==> src/rtl/regfile_param.sv <==
// Parametrised register file: one write port, two combinational read ports, optional
// hardwired-zero R0 and write bypass, a pending-load scoreboard and a sequential clear engine.
module regfile_param #(
  parameter int DW      = 8,
  parameter int AW      = 3,
  parameter int ZERO_R0 = 1,
  parameter int BYPASS  = 1
) (
  input  logic          clk,
  input  logic          rst,
  input  logic          we3,
  input  logic [AW-1:0] wa3,
  input  logic [DW-1:0] wd3,
  input  logic [AW-1:0] ra1,
  input  logic [AW-1:0] ra2,
  output logic [DW-1:0] rd1,
  output logic [DW-1:0] rd2,
  input  logic          mark_en,
  input  logic [AW-1:0] mark_addr,
  output logic          rdy1,
  output logic          rdy2,
  input  logic          clr_req,
  output logic          clr_busy,
  output logic          clr_done
);

  localparam int N = 1 << AW;
  localparam logic [AW-1:0] PTR_FIRST = (ZERO_R0 != 0) ? AW'(1'b1) : {AW{1'b0}};
  localparam logic [AW-1:0] PTR_LAST  = AW'(N - 1);

  typedef enum logic [1:0] {
    IDLE  = 2'b00,
    SWEEP = 2'b01,
    DONE  = 2'b10
  } clr_state_t;

  logic [DW-1:0] regs_r [N];
  logic [N-1:0]  pend_r;
  logic [AW-1:0] ptr_r;
  clr_state_t    state_r;
  clr_state_t    state_s;
  logic          clr_busy_r;
  logic          clr_done_r;
  logic          wr_ok_s;
  logic          mark_ok_s;
  logic          clr_start_s;

  function automatic logic is_r0(input logic [AW-1:0] a);
    return (ZERO_R0 != 0) && (a == {AW{1'b0}});
  endfunction

  // A write in flight that a read port at address a should see this cycle
  function automatic logic byp_hit(input logic [AW-1:0] a);
    return (BYPASS != 0) && we3 && !clr_busy_r && (wa3 == a) && !is_r0(a);
  endfunction

  assign clr_busy = clr_busy_r;
  assign clr_done = clr_done_r;

  // Qualify write, mark and sweep-start requests
  always_comb begin
    wr_ok_s     = we3 && !clr_busy_r && !is_r0(wa3);
    mark_ok_s   = mark_en && !clr_busy_r && !is_r0(mark_addr);
    clr_start_s = (state_r == IDLE) && clr_req;
  end

  // Clear engine next-state logic
  always_comb begin
    state_s = state_r;
    case (state_r)
      IDLE: begin
        if (clr_req) begin
          state_s = SWEEP;
        end else begin
          state_s = IDLE;
        end
      end
      SWEEP: begin
        if (ptr_r == PTR_LAST) begin
          state_s = DONE;
        end else begin
          state_s = SWEEP;
        end
      end
      DONE:    state_s = IDLE;
      default: state_s = IDLE;
    endcase
  end

  // Clear engine state, sweep pointer and registered status decodes
  always_ff @(posedge clk) begin
    if (!rst) begin
      state_r    <= IDLE;
      ptr_r      <= {AW{1'b0}};
      clr_busy_r <= 1'b0;
      clr_done_r <= 1'b0;
    end else begin
      state_r    <= state_s;
      clr_busy_r <= (state_s == SWEEP);
      clr_done_r <= (state_s == DONE);
      if (clr_start_s) begin
        ptr_r <= PTR_FIRST;
      end else if ((state_r == SWEEP) && (ptr_r != PTR_LAST)) begin
        ptr_r <= ptr_r + AW'(1'b1);
      end
    end
  end

  // Register storage: the sweep owns the array while it runs
  always_ff @(posedge clk) begin
    if (!rst) begin
      for (int i = 0; i < N; i++) begin
        regs_r[i] <= {DW{1'b0}};
      end
    end else if (state_r == SWEEP) begin
      regs_r[ptr_r] <= {DW{1'b0}};
    end else if (wr_ok_s) begin
      regs_r[wa3] <= wd3;
    end
  end

  // Pending-load scoreboard; a mark issued alongside a write to the same register wins
  always_ff @(posedge clk) begin
    if (!rst) begin
      pend_r <= {N{1'b0}};
    end else if (clr_start_s) begin
      pend_r <= {N{1'b0}};
    end else begin
      if (wr_ok_s) begin
        pend_r[wa3] <= 1'b0;
      end
      if (mark_ok_s) begin
        pend_r[mark_addr] <= 1'b1;
      end
    end
  end

  // Read ports and operand-ready flags
  always_comb begin
    rd1  = regs_r[ra1];
    rdy1 = ~pend_r[ra1];
    if (is_r0(ra1)) begin
      rd1  = {DW{1'b0}};
      rdy1 = 1'b1;
    end else if (byp_hit(ra1)) begin
      rd1  = wd3;
      rdy1 = 1'b1;
    end else begin
      rd1  = regs_r[ra1];
      rdy1 = ~pend_r[ra1];
    end

    rd2  = regs_r[ra2];
    rdy2 = ~pend_r[ra2];
    if (is_r0(ra2)) begin
      rd2  = {DW{1'b0}};
      rdy2 = 1'b1;
    end else if (byp_hit(ra2)) begin
      rd2  = wd3;
      rdy2 = 1'b1;
    end else begin
      rd2  = regs_r[ra2];
      rdy2 = ~pend_r[ra2];
    end
  end

endmodule

==> config.mk <==
export PLATFORM = sky130hd
export DESIGN_NAME = regfile_param
export DESIGN_NICKNAME = d
export VERILOG_FILES = /design/src/rtl/regfile_param.sv
export SDC_FILE = /design/constraint.sdc
export NUM_CORES = 1
export LEC_CHECK = 0
export CAP_MARGIN = 15
export CORE_MARGIN = 2
export CORE_UTILIZATION = 40
export DETAILED_ROUTE_END_ITERATION = 7
export GPL_ROUTABILITY_DRIVEN = 0
export SYNTH_ARGS = -nofsm -noshare
export SYNTH_HDL_FRONTEND = slang
export SYNTH_SLANG_ARGS = --single-unit
==> constraint.sdc <==
create_clock -name clk -period 3.1 [get_ports clk]
set_clock_uncertainty 0.2 [all_clocks]
set_input_delay 0.31 -clock clk [delete_from_list [all_inputs] [get_ports clk]]
set_output_delay 0.31 -clock clk [all_outputs]
set_load 0.1 [all_outputs]
# == After elaboration in Yosys (flattened, before gate mapping) ==
# Memory sizes are Yosys's and may differ from the RTL's.
# Cells that the tools add are included.
# totals
latchBits,0
mem_count,1
romBits,0
ramBits,64
elab_cells,92
output_inout_bits,20
ff_bits,15
# classes
div_mod_pow,0
bitwise_logic,6
reduce_logical,26
n_mux,39
magnitude_cmp,6
addsub,1
n_eq_ne,7
multipliers,0
n_shift,0
# memory_table
memory,depth,width,read_ports,rd_clocked_by_memory_dff,write_ports,line_no,rtl
regs_r,8,8,2,0,8,37,logic [DW-1:0] regs_r [N];
# op_table
cell,count
8-bit two-way mux,10
1-bit two-way mux,21
"3-bit by 4-bit less-than comparator with 1-bit output, second input constant",4
8-bit OR reduction,2
1-bit logical AND,12
3-bit zero test,4
8-bit AND,1
8-bit inverter,1
8-bit OR,1
1-bit binary-select mux with 3-bit select,2
1-bit demux with 3-bit select,2
3-bit equality test,2
"3-bit by 1-bit greater-or-equal comparator with 1-bit output, second input constant",2
3-bit two-way mux,2
1-bit zero test,5
"2-bit by 1-bit equality test with 1-bit output, second input constant",2
2-bit one-hot mux with 2 select lines,1
"3-bit by 1-bit adder with 3-bit output, second input constant",1
"3-bit equality test, second input constant",1
"3-bit inequality test, second input constant",1
1-bit inverter,3
"2-bit equality test, second input constant",1
2-bit zero test,1
2-bit two-way mux,1
2 further kinds,2

# == Logic depth before layout (Yosys ltp) ==
# logic_depth
depth_word,11
ltp_mapped,6
mapped_depth_nobuf,6

# == Worst setup path after synthesis ==
# OpenSTA, ideal clock, no wires.
# synth_timing
path_type,register -> output
from,register clr_busy_r (netlist: clr_busy)
to,output port rd2[6]
t_arrival_ns,3.839
path_buffers,2
path_stages_with_launch,7
setup_slack_ns,-1.249
path_cell_list,dfxtp_1 > nor2b_1 > buf_2 > nand4_2 > buf_6 > nor2_1 > a211oi_1
# synth_between
elab_chain_cells,6
# synth_lines
item,line_no,rtl
"start, declared",42,logic clr_busy_r;
"start signal, assigned",99,clr_busy_r <= (state_s == SWEEP);
1-bit zero test,54,return (BYPASS != 0) && we3 && !clr_busy_r && (wa3 == a) && !is_r0(a);
1-bit logical AND (3 in series),54,
8-bit two-way mux,158,end else if (byp_hit(ra2)) begin
8-bit two-way mux,155,if (is_r0(ra2)) begin
"end, declared",17,"output logic [DW-1:0] rd2,"
# Every way passes these cells.

# == Worst setup path after layout ==
# layout_timing
from,input port ra1[1]
to,output port rd1[1]
# layout_between
elab_chain_cells,5
# layout_lines
item,line_no,rtl
"start, declared",14,"input logic [AW-1:0] ra1,"
"parallel branches: the longest is 4 deep, another holds memory 8 x 8 bit",n/a,
8-bit two-way mux (*),142,if (is_r0(ra1)) begin
"end, declared",16,"output logic [DW-1:0] rd1,"
# Mark *: on every way between the ends.

==> results.md <==
* Layout Cells excl Fill at 578
* Count of pins over their slew limit at 0
* DR vias at between 3000 and 4000
* Hold Path Depth at 2
* Area of the core at 11420 um2
* Number of DRC markers in iteration 0 at between 200 and 300
* Synth Area in Compound Gates at 8.064%
* Adder-Cell Fraction of Synth Area at 0.5340%
* FF-to-FF path depth at 5
* Post-Place Cells at around 560
* CTS tree: done
* Leakage at 2.259 nW
* Fill count at 979
* Remaining DRCs at 0
* Clock buffer depth at 2
* Crit start category: input pin
* Largest family of logic cells by synthesized area: multiplexers
* Top_reg_cell synth: edfxtp_1
* WHS Endpoint: pend_r[0]
* Post-Synth XOR/XNOR Area at approximately 1.4%
* FF-to-FF Start: clr_busy
* Worst EP required at 2590 ps
* Detailed-route vias per instance at 5.721
* Post-Syn Area at roughly 4700 um2
* Core Rows at 39
* Ant diodes at 0
* # Post-CTS Setup Buffers at 0
* Pwr/cell area at 503.9 nW/um2
* Simple-gate portion of the synthesized area at 15.59%
* FF+latch count, synth at 79
* Die width at 112.2 um
* Worst-Skew Late Latency at 330 ps
* Mux share of post-synthesis cell area at 22.30%
* Library cells used by synthesis at 52
* CTS buffer count at 9
* CTS root buffer: clkbuf_16
* Register area share after synthesis at 47.42%
* Grt ovf at 0
* HPWL Detailed at 8674 um
* GRT Resource Usage Total at 19.53%
* Port Buffers at 44
* Hold_sp: pend_r[0]
* Max-slew headroom at between 20% and 30%
* Cells after Synth at between 300 and 400
* Max IR drop VDD at 0.0002704 V
* CTS sink count at 79
* Final Hold Vio Count at 0
* Run status: complete, no violations
* Post-layout util at 52.96%
* H-tree levels at 3
* CP Capture Type: primary output
* Routed WL at 11670 um
* Post-synth EDFFs at 64
* Instance area after placement at 5744 um2
* Finished Cell Area at ~6000 um2
* Tcrit/Tclk final at a little over 90%
* Post_cts resized at 0
* Tmin final at 2856 ps
* Max-Cap Viols at 0
* CP arrival at roughly 2400 ps
* F_max at 350.1 MHz
* Synthesis-to-finish area growth at 29.05%
* Commonest non-fill, non-tap cell in the layout: edfxtp_1
* Crit Path Category: input pin to primary output
* Drt pass-1 iters at 4
* Die Y at 112.2 um
* Vias in the first global route at ~3200
* Antenna Nets Post-Route at 0
* Unrepaired setup endpoints after global routing: false
* Post-CTS Hold Fix Bufs at 0
* First-pass GRT wire length at roughly 18000 um
* Setup violations, final at 0
* Largest net degree at the start of global routing at 22
* Ys async rst share at 0%
* Most frequent cells in the layout: 64 x edfxtp_1, 50 x nor2_1, 27 x buf_4, 25 x mux4_2
* # IOs at 45
* Initial Util at between 40% and 50%
* Clock transition at path regs at 60 ps
* Worst-margin pin slew at about 1100 ps
* Worst Path Max Fanout at 6
* Hold Slack at 249.9 ps
* Min-Delay Path Class: register to register
* Nets@finish at roughly 460
* Synth Warn # at 0
* Syn_area_per_cell at 12.87 um2
* Layout cells sized above 1 at 28.97%
* WL/cell at 20.20 um
* Die area at 12600 um2
* RR Endpoint: regs_r[4][3]
* Worst R2R Setup Slack at 1010 ps
* Antenna violations before repair at 0
==> power by group <==
group / internal [mW] / total, mW / switching (mW)
clock: 0.631 / 1.06 / 0.426
sequential: 1.19 / 1.23 / 0.0328
combinational: 0.313 / 0.763 / 0.451
total: 2.14 / 3.05 / 0.909
==> critical path, stage by stage <==
cell and delay (ps):
clkdlybuf4s50_1 550, nor3_2 950, buf_4 310, a211oi_4 50, buf_12 180
==> area by class of cell <==
| cell class | count | area, um2 | share of cell area, % |
|---|---|---|---|
| Multi-Input combinational cell | 263 | 2461 | 40.70 |
| Sequential cell | 79 | 2222 | 36.75 |
| Timing Repair Buffer | 72 | 863.3 | 14.28 |
| Clock buffer | 9 | 225.2 | 3.724 |
| Tap cell | 143 | 178.9 | 2.959 |
| Clock inverter | 7 | 77.57 | 1.283 |
| Inverter | 5 | 18.77 | 0.3104 |
==> cells in the mapped netlist (all sizes together), types with 4 or more instances <==
| master | instances | area (um2) |
|---|---|---|
| edfxtp | 64 | 1922 |
| nor2 | 53 | 211.5 |
| mux4 | 36 | 852.1 |
| and2 | 25 | 158.9 |
| buf | 22 | 187.7 |
| nand2 | 19 | 71.32 |
| o21ai | 18 | 90.08 |
| mux2i | 17 | 170.2 |
| a211oi | 16 | 120.1 |
| dfxtp | 15 | 300.3 |
| a21oi | 12 | 60.06 |
| and3 | 12 | 80.08 |
| xnor2 | 6 | 67.56 |
| inv | 5 | 18.77 |
| nor2b | 5 | 33.78 |
| nand3 | 4 | 25.02 |
==> through the flow <==
step / TNS, ps / power (mW) / worst slack, ps
floorplan: -952.2 / 1.745 / -345.3
global placement: 0 / 2.009 / 189.4
detailed placement: 0 / 2.015 / 221.5
CTS: 0 / 3.060 / 217.0
global route: 0 / 3.140 / 175.9
finish: 0 / 3.047 / 243.6
==> state kept, by name, indices dropped and copies added, names as in the netlist <==
| name | flops |
|---|---|
| pend_r | 8 |
| regs_r | 64 |
| clr_done | 1 |
| state_r | 2 |
| ptr_r | 3 |
| clr_busy | 1 |
==> worst max path at each step <==
stage	start	end	slack, ps	cells past startpoint
6_report	ra1[1]	rd1[1]	240	5
5_1_grt	ra1[1]	rd1[1]	180	5
4_1_cts	ra1[1]	rd1[1]	220	5
3_5_place_dp	ra1[1]	rd1[1]	220	5
3_3_place_gp	ra1[1]	rd1[0]	190	5
2_1_floorplan	clr_busy	rd2[6]	-350	6
==> kinds of logic after synthesis <==
kind of cell	count (synthesis)
simple gates	134
flops	79
mux	55
fa+ha+maj	2
xor+xnor	6
other cells	1
buf+inv	29
compound gates	58
==> routing by layer <==
layer | vias up | wire (um) | global-route usage, %
met5 | - | 0 | 0
met4 | 0 | 155 | 6.667
met3 | 11 | 746 | 2.052
met2 | 113 | 5637 | 31.04
met1 | 1661 | 5133 | 28.30
li1 | 1522 | - | -
Power figures use the tool's default switching activity.
